File: src/rtl/mult_accumulator.sv
// mult_accumulator: frames FRAME_LEN products of 2-bit unsigned operands into an
// ACC_W-bit sum with sticky overflow, valid/ready on both sides.
// Optional build macro MULT_ACCUMULATOR_SATURATE_EN clamps the accumulator at
// 2^ACC_W-1 instead of wrapping.
module mult_accumulator #(
    parameter int FRAME_LEN = 4,
    parameter int ACC_W     = 8
) (
    input  logic             clk,
    input  logic             rst_n,
    input  logic             clr,
    input  logic             in_valid,
    output logic             in_ready,
    input  logic [1:0]       in_a,
    input  logic [1:0]       in_b,
    output logic             out_valid,
    input  logic             out_ready,
    output logic [ACC_W-1:0] out_sum,
    output logic             out_ovf
);
    typedef enum logic [1:0] {IDLE, ACCUM, DRAIN} state_t;

    state_t           state;
    logic [ACC_W-1:0] acc;
    logic [ACC_W-1:0] acc_next;
    logic [ACC_W:0]   sum;
    logic [7:0]       count;
    logic [3:0]       p;
    logic             ovf;
    logic             carry;
    logic             last;
    logic             c1;

    // 2x2 Braun array: one half adder on the middle column, carry into the top cell
    assign c1   = (in_a[1] & in_b[0]) & (in_a[0] & in_b[1]);
    assign p[0] = in_a[0] & in_b[0];
    assign p[1] = (in_a[1] & in_b[0]) ^ (in_a[0] & in_b[1]);
    assign p[2] = (in_a[1] & in_b[1]) ^ c1;
    assign p[3] = (in_a[1] & in_b[1]) & c1;

    assign sum   = {1'b0, acc} + (ACC_W+1)'(p);
    assign carry = sum[ACC_W];
    assign last  = count == 8'(FRAME_LEN - 1);

`ifdef MULT_ACCUMULATOR_SATURATE_EN
    // once clamped, any further add carries again, so the clamp persists for the frame
    assign acc_next = carry ? '1 : sum[ACC_W-1:0];
`else
    assign acc_next = sum[ACC_W-1:0];
`endif

    // frame control FSM with registered handshake outputs and result
    always_ff @(posedge clk or negedge rst_n) begin
        if (!rst_n) begin
            state     <= IDLE;
            acc       <= '0;
            count     <= '0;
            ovf       <= 1'b0;
            in_ready  <= 1'b0;
            out_valid <= 1'b0;
            out_sum   <= '0;
            out_ovf   <= 1'b0;
        end else if (clr) begin
            state     <= ACCUM;
            acc       <= '0;
            count     <= '0;
            ovf       <= 1'b0;
            in_ready  <= 1'b1;
            out_valid <= 1'b0;
        end else begin
            case (state)
                IDLE: begin
                    state    <= ACCUM;
                    in_ready <= 1'b1;
                end
                ACCUM: begin
                    if (in_valid) begin
                        acc   <= acc_next;
                        ovf   <= ovf | carry;
                        count <= count + 8'd1;
                        if (last) begin
                            out_sum   <= acc_next;
                            out_ovf   <= ovf | carry;
                            out_valid <= 1'b1;
                            in_ready  <= 1'b0;
                            state     <= DRAIN;
                        end
                    end
                end
                DRAIN: begin
                    if (out_ready) begin
                        acc       <= '0;
                        count     <= '0;
                        ovf       <= 1'b0;
                        out_valid <= 1'b0;
                        in_ready  <= 1'b1;
                        state     <= ACCUM;
                    end
                end
                default: state <= IDLE;
            endcase
        end
    end
endmodule
File: config.mk
export PLATFORM = sky130hd
export DESIGN_NAME = mult_accumulator
export DESIGN_NICKNAME = d
export VERILOG_FILES = /design/src/rtl/mult_accumulator.sv
export SDC_FILE = /design/constraint.sdc
export NUM_CORES = 1
export LEC_CHECK = 0
export BUFFER_PORTS_ARGS = -buffer_cell sky130_fd_sc_hd__buf_2
export CORE_MARGIN = 3
export CORE_UTILIZATION = 28
export DETAILED_ROUTE_END_ITERATION = 12
export PLACE_DENSITY_LB_ADDON = 0.15
export SLEW_MARGIN = 40
export SYNTH_ARGS = -nofsm -noshare
export SYNTH_HDL_FRONTEND = slang
export SYNTH_SLANG_ARGS = --single-unit
File: constraint.sdc
create_clock -name clk -period 2.41 [get_ports clk]
set_input_delay 0.482 -clock clk [delete_from_list [all_inputs] [get_ports clk]]
set_output_delay 0.482 -clock clk [all_outputs]
set_load 0.1 [all_outputs]
==> run_summary.xml <==
<?xml version="1.0" encoding="UTF-8"?>
<metrics>
  <group name="run_status">
    <metric name="run_status" unit="">finished clean</metric>
  </group>
  <group name="global_routing">
    <metric name="grt.total_usage" unit="">0.110</metric>
    <metric name="grt_remaining_overflow" unit="">0</metric>
    <metric name="grt_first_pass_wirelength" unit="mm">6.27</metric>
    <metric name="grt_start_max_net_pins" unit="">31</metric>
    <metric name="first_global_vias" unit="">1271</metric>
    <metric name="antenna_found_initial" unit="">0</metric>
  </group>
  <group name="timing">
    <metric name="timing.hold.ws" unit="ps">251</metric>
    <metric name="fin_tns_setup" unit="ps">0</metric>
    <metric name="rsz0062_at_grt" unit="">false</metric>
    <metric name="timing_max_transition_violations_final" unit="">0</metric>
    <metric name="max_slew.worst_pin.slew" unit="ps">699</metric>
    <metric name="report.final.hold_viol_count" unit="">0</metric>
    <metric name="post-route-min-period" unit="ps">2250</metric>
    <metric name="timing.slew.headroom" unit="">0.534</metric>
    <metric name="timing.final.setup_violations" unit="">0</metric>
    <metric name="fin_skew" unit="ps">2.38</metric>
    <metric name="timing.fmax" unit="MHz">445</metric>
    <metric name="post-route-period-util" unit="">0.932</metric>
  </group>
  <group name="routing">
    <metric name="routed_length_per_placed_instance" unit="um">14.2</metric>
    <metric name="detail_route.drc_violations" unit="">0</metric>
    <metric name="route.top_layer_used" unit="">met4</metric>
    <metric name="drt_pass1_iterations" unit="">4</metric>
    <metric name="routed-wl-met3" unit="um">165</metric>
    <metric name="route.met2.wl" unit="mm">1.74</metric>
    <metric name="wl_met1" unit="mm">1.76</metric>
    <metric name="routed_wirelength" unit="mm">3.69</metric>
    <metric name="dr.first_iter.drc_count" unit="">59</metric>
    <metric name="routed_via_density" unit="">5.08</metric>
    <metric name="final_antenna_net_count" unit="">0</metric>
    <metric name="via_count" unit="">1322</metric>
  </group>
  <group name="final_layout">
    <metric name="layout.filler_cells" unit="">574</metric>
    <metric name="most-common-layout-cells" unit="">30 x dfrtp_1, 19 x buf_2, 15 x a21oi_1</metric>
    <metric name="final_nets" unit="">208</metric>
    <metric name="mostFrequentLayoutCell" unit="">dfrtp_1</metric>
    <metric name="area_delta_synth_final" unit="%">17.0</metric>
    <metric name="share_of_cells_above_drive_strength_1" unit="">0.271</metric>
    <metric name="antenna_cells_inserted" unit="">0</metric>
    <metric name="fin_util" unit="">0.352</metric>
  </group>
  <group name="logic_synthesis">
    <metric name="ys_ff_latch" unit="">30</metric>
    <metric name="synthesis.yosys.warnings" unit="">0</metric>
    <metric name="synth.cell_area" unit="um2">1720</metric>
    <metric name="synth.distinct_cells" unit="">40</metric>
    <metric name="postSynthNetCount" unit="">181</metric>
    <metric name="per_instance_average_area_after_synthesis" unit="um2">10.7</metric>
    <metric name="post_synth_inst_count" unit="">160</metric>
    <metric name="seq_area_frac_synth" unit="">0.437</metric>
  </group>
  <group name="cts">
    <metric name="cts_buffer_depth" unit="">2</metric>
    <metric name="cts-buffers-inserted" unit="">5</metric>
    <metric name="tritoncts" unit="">built</metric>
    <metric name="cts.reportedPaths.clkPinSlew" unit="ps">60</metric>
    <metric name="clk_latency" unit="ps">270</metric>
    <metric name="cts_root_buffer_type" unit="">clkbuf_8</metric>
    <metric name="cts_hold_buffers" unit="">0</metric>
    <metric name="htreeDepth" unit="">2</metric>
    <metric name="tritoncts_num_sinks" unit="">30</metric>
  </group>
  <group name="placement">
    <metric name="dp.final_hpwl" unit="mm">2.71</metric>
    <metric name="gpl.final_weighted_congestion" unit="">0.708</metric>
    <metric name="numPortBuffers" unit="">19</metric>
  </group>
  <group name="worst_hold_path">
    <metric name="class_of_the_most_critical_hold_timing_path" unit="">input port to asynchronous set/reset pin</metric>
  </group>
  <group name="worst_setup_path">
    <metric name="crit_type" unit="">input port to flip-flop</metric>
    <metric name="cp-startpoint" unit="">in_b[0]</metric>
    <metric name="worst_setup_path_start_kind" unit="">input port</metric>
    <metric name="critPathRequiredTime" unit="ps">2570</metric>
    <metric name="critical_path.endpoint_type" unit="">flip-flop</metric>
    <metric name="crit_path_max_fanout" unit="">3</metric>
    <metric name="worst-endpoint-arrival" unit="ps">2410</metric>
    <metric name="origin_of_the_critical_flop_to_flop_path" unit="">state[0]$_DFFE_PN0P_</metric>
  </group>
  <group name="die">
    <metric name="design.core.area" unit="um2">5710</metric>
    <metric name="floorplan.die_area" unit="um2">7120</metric>
    <metric name="dieHeight" unit="um">84.4</metric>
    <metric name="dieWidth" unit="um">84.4</metric>
    <metric name="rows" unit="">27</metric>
    <metric name="initial_utilization" unit="">0.301</metric>
    <metric name="boundaryPins" unit="">20</metric>
  </group>
  <group name="pwr">
    <metric name="sw_frac" unit="">0.393</metric>
    <metric name="comb_power_share" unit="">0.339</metric>
    <metric name="powerDensity" unit="nW/um2">758</metric>
    <metric name="switching_power_summed_over_all_nets" unit="W">0.000599</metric>
    <metric name="intPower" unit="W">0.000924</metric>
    <metric name="clk_pwr_share" unit="">0.275</metric>
    <metric name="power.ir.vdd_worst" unit="mV">0.367</metric>
    <metric name="power.share.sequential" unit="">0.386</metric>
    <metric name="p_leak" unit="nW">0.935</metric>
  </group>
  <group name="flow_run">
    <metric name="maxCapViolations" unit="">0</metric>
  </group>
</metrics>
==> critical path, stage by stage <==
cell and delay, ps:
buf_2 100, and2_1 150, ha_1 190, ha_1 300, ha_1 330, a211oi_2 290, a21oi_1 150, xor2_1 150
mux2_2 270
==> worst paths after layout <==
| check | cells after the start | slack (ps) | end |
|---|---|---|---|
| worst min register to register | 2 | 470 | out_sum[4]$_DFFE_PN0P_ |
| worst min-delay path | 1 | 250 | in_ready$_DFFE_PN0P_ |
| min in group clk | 2 | 470 | out_sum[4]$_DFFE_PN0P_ |
| max in group asynchronous | 1 | 1710 | acc[2]$_DFFE_PN0P_ |
| worst max register to register | 6 | 490 | count[6]$_DFFE_PN0P_ |
| worst max-delay path | 9 | 160 | out_sum[5]$_DFFE_PN0P_ |
==> power by group through the flow <==
stage,logic (W),clock network [W],registers (W)
2_1_floorplan,0.000213,0,0.000796
3_3_place_gp,0.000509,0,0.000594
3_5_place_dp,0.000516,0,0.000598
4_1_cts,0.000520,0.000439,0.000588
5_1_grt,0.000557,0.000466,0.000595
6_report,0.000517,0.000419,0.000588
==> cell type report <==
class	count	area, um2	area share
multi-input cells	121	927	0.461
flip-flops and latches	30	751	0.373
repair buffers	24	133	0.0660
well taps	72	90.1	0.0448
clock buffers	7	86.3	0.0429
inverters	5	18.8	0.00933
clock inverters	1	5.00	0.00249
==> cell families (layout without fill, tap and decap cells) <==
kind of cell / after synthesis / after routing / share of synthesized area
AOI/OAI and AO/OA: 50 / 50 / 0.193
xor gates and xnor gates: 6 / 6 / 0.0306
adders and majority gates: 12 / 12 / 0.0917
buffers and inverters: 9 / 37 / 0.0298
DFF: 30 / 30 / 0.437
muxes: 7 / 7 / 0.0459
and+or+nand+nor: 46 / 46 / 0.172
==> cells in the mapped netlist <==
master	count	area share
a211o_1	1	0.0051
a211oi_1	4	0.017
a21oi_1	15	0.044
a221o_1	1	0.0058
a22o_1	5	0.025
a31o_2	3	0.015
a31oi_1	3	0.011
a31oi_4	1	0.012
and2_1	5	0.018
and3_1	3	0.011
and4_1	1	0.0051
and4bb_2	1	0.0073
buf_2	2	0.0058
buf_6	2	0.013
dfrtp_1	30	0.44
fa_1	1	0.012
ha_1	11	0.080
inv_1	5	0.011
mux2_2	7	0.046
nand2_1	8	0.017
nand2b_1	2	0.0073
nand3_1	5	0.015
nand4_1	1	0.0036
nand4_2	1	0.0073
nor2_1	4	0.0087
nor2b_1	1	0.0036
nor3_1	2	0.0058
nor3_2	1	0.0058
nor4b_4	1	0.014
o211ai_1	1	0.0044
o21a_1	3	0.013
o21ai_0	10	0.029
o21ai_1	2	0.0058
o31ai_1	1	0.0044
or2_2	1	0.0036
or2b_4	2	0.013
or3_1	6	0.022
or4_1	1	0.0044
xnor2_1	2	0.010
xor2_1	4	0.020
==> layer usage <==
layer,global-route usage,vias to the layer above
li1,-,649
met1,0.139,643
met2,0.181,28
met3,0.0334,2
met4,0.0345,0
met5,0,-
==> repair_timing <==
action,CTS,global route
resized for setup,0,2
setup endpoints to repair,0,1
buffers inserted,0,0
==> through the flow <==
| step | total power, W | instance area, um2 | setup WS [ps] | cells |
|---|---|---|---|---|
| after detailed placement | 0.00111 | 1910 | -168 | 252 |
| after global routing | 0.00162 | 2010 | 87.4 | 260 |
| final | 0.00152 | 2010 | 163 | 260 |
| after CTS | 0.00155 | 2000 | 130 | 260 |
| after global placement | 0.00110 | 1910 | -133 | 252 |
| after floorplan | 0.00101 | 1720 | 43.8 | 160 |
==> sequential cells by signal, indices dropped and copies added, names as in the netlist <==
register   cells
in_ready       1
ovf            1
state          2
out_sum        8
count          8
out_valid      1
out_ovf        1
acc            8
Power figures use the tool's default switching activity.
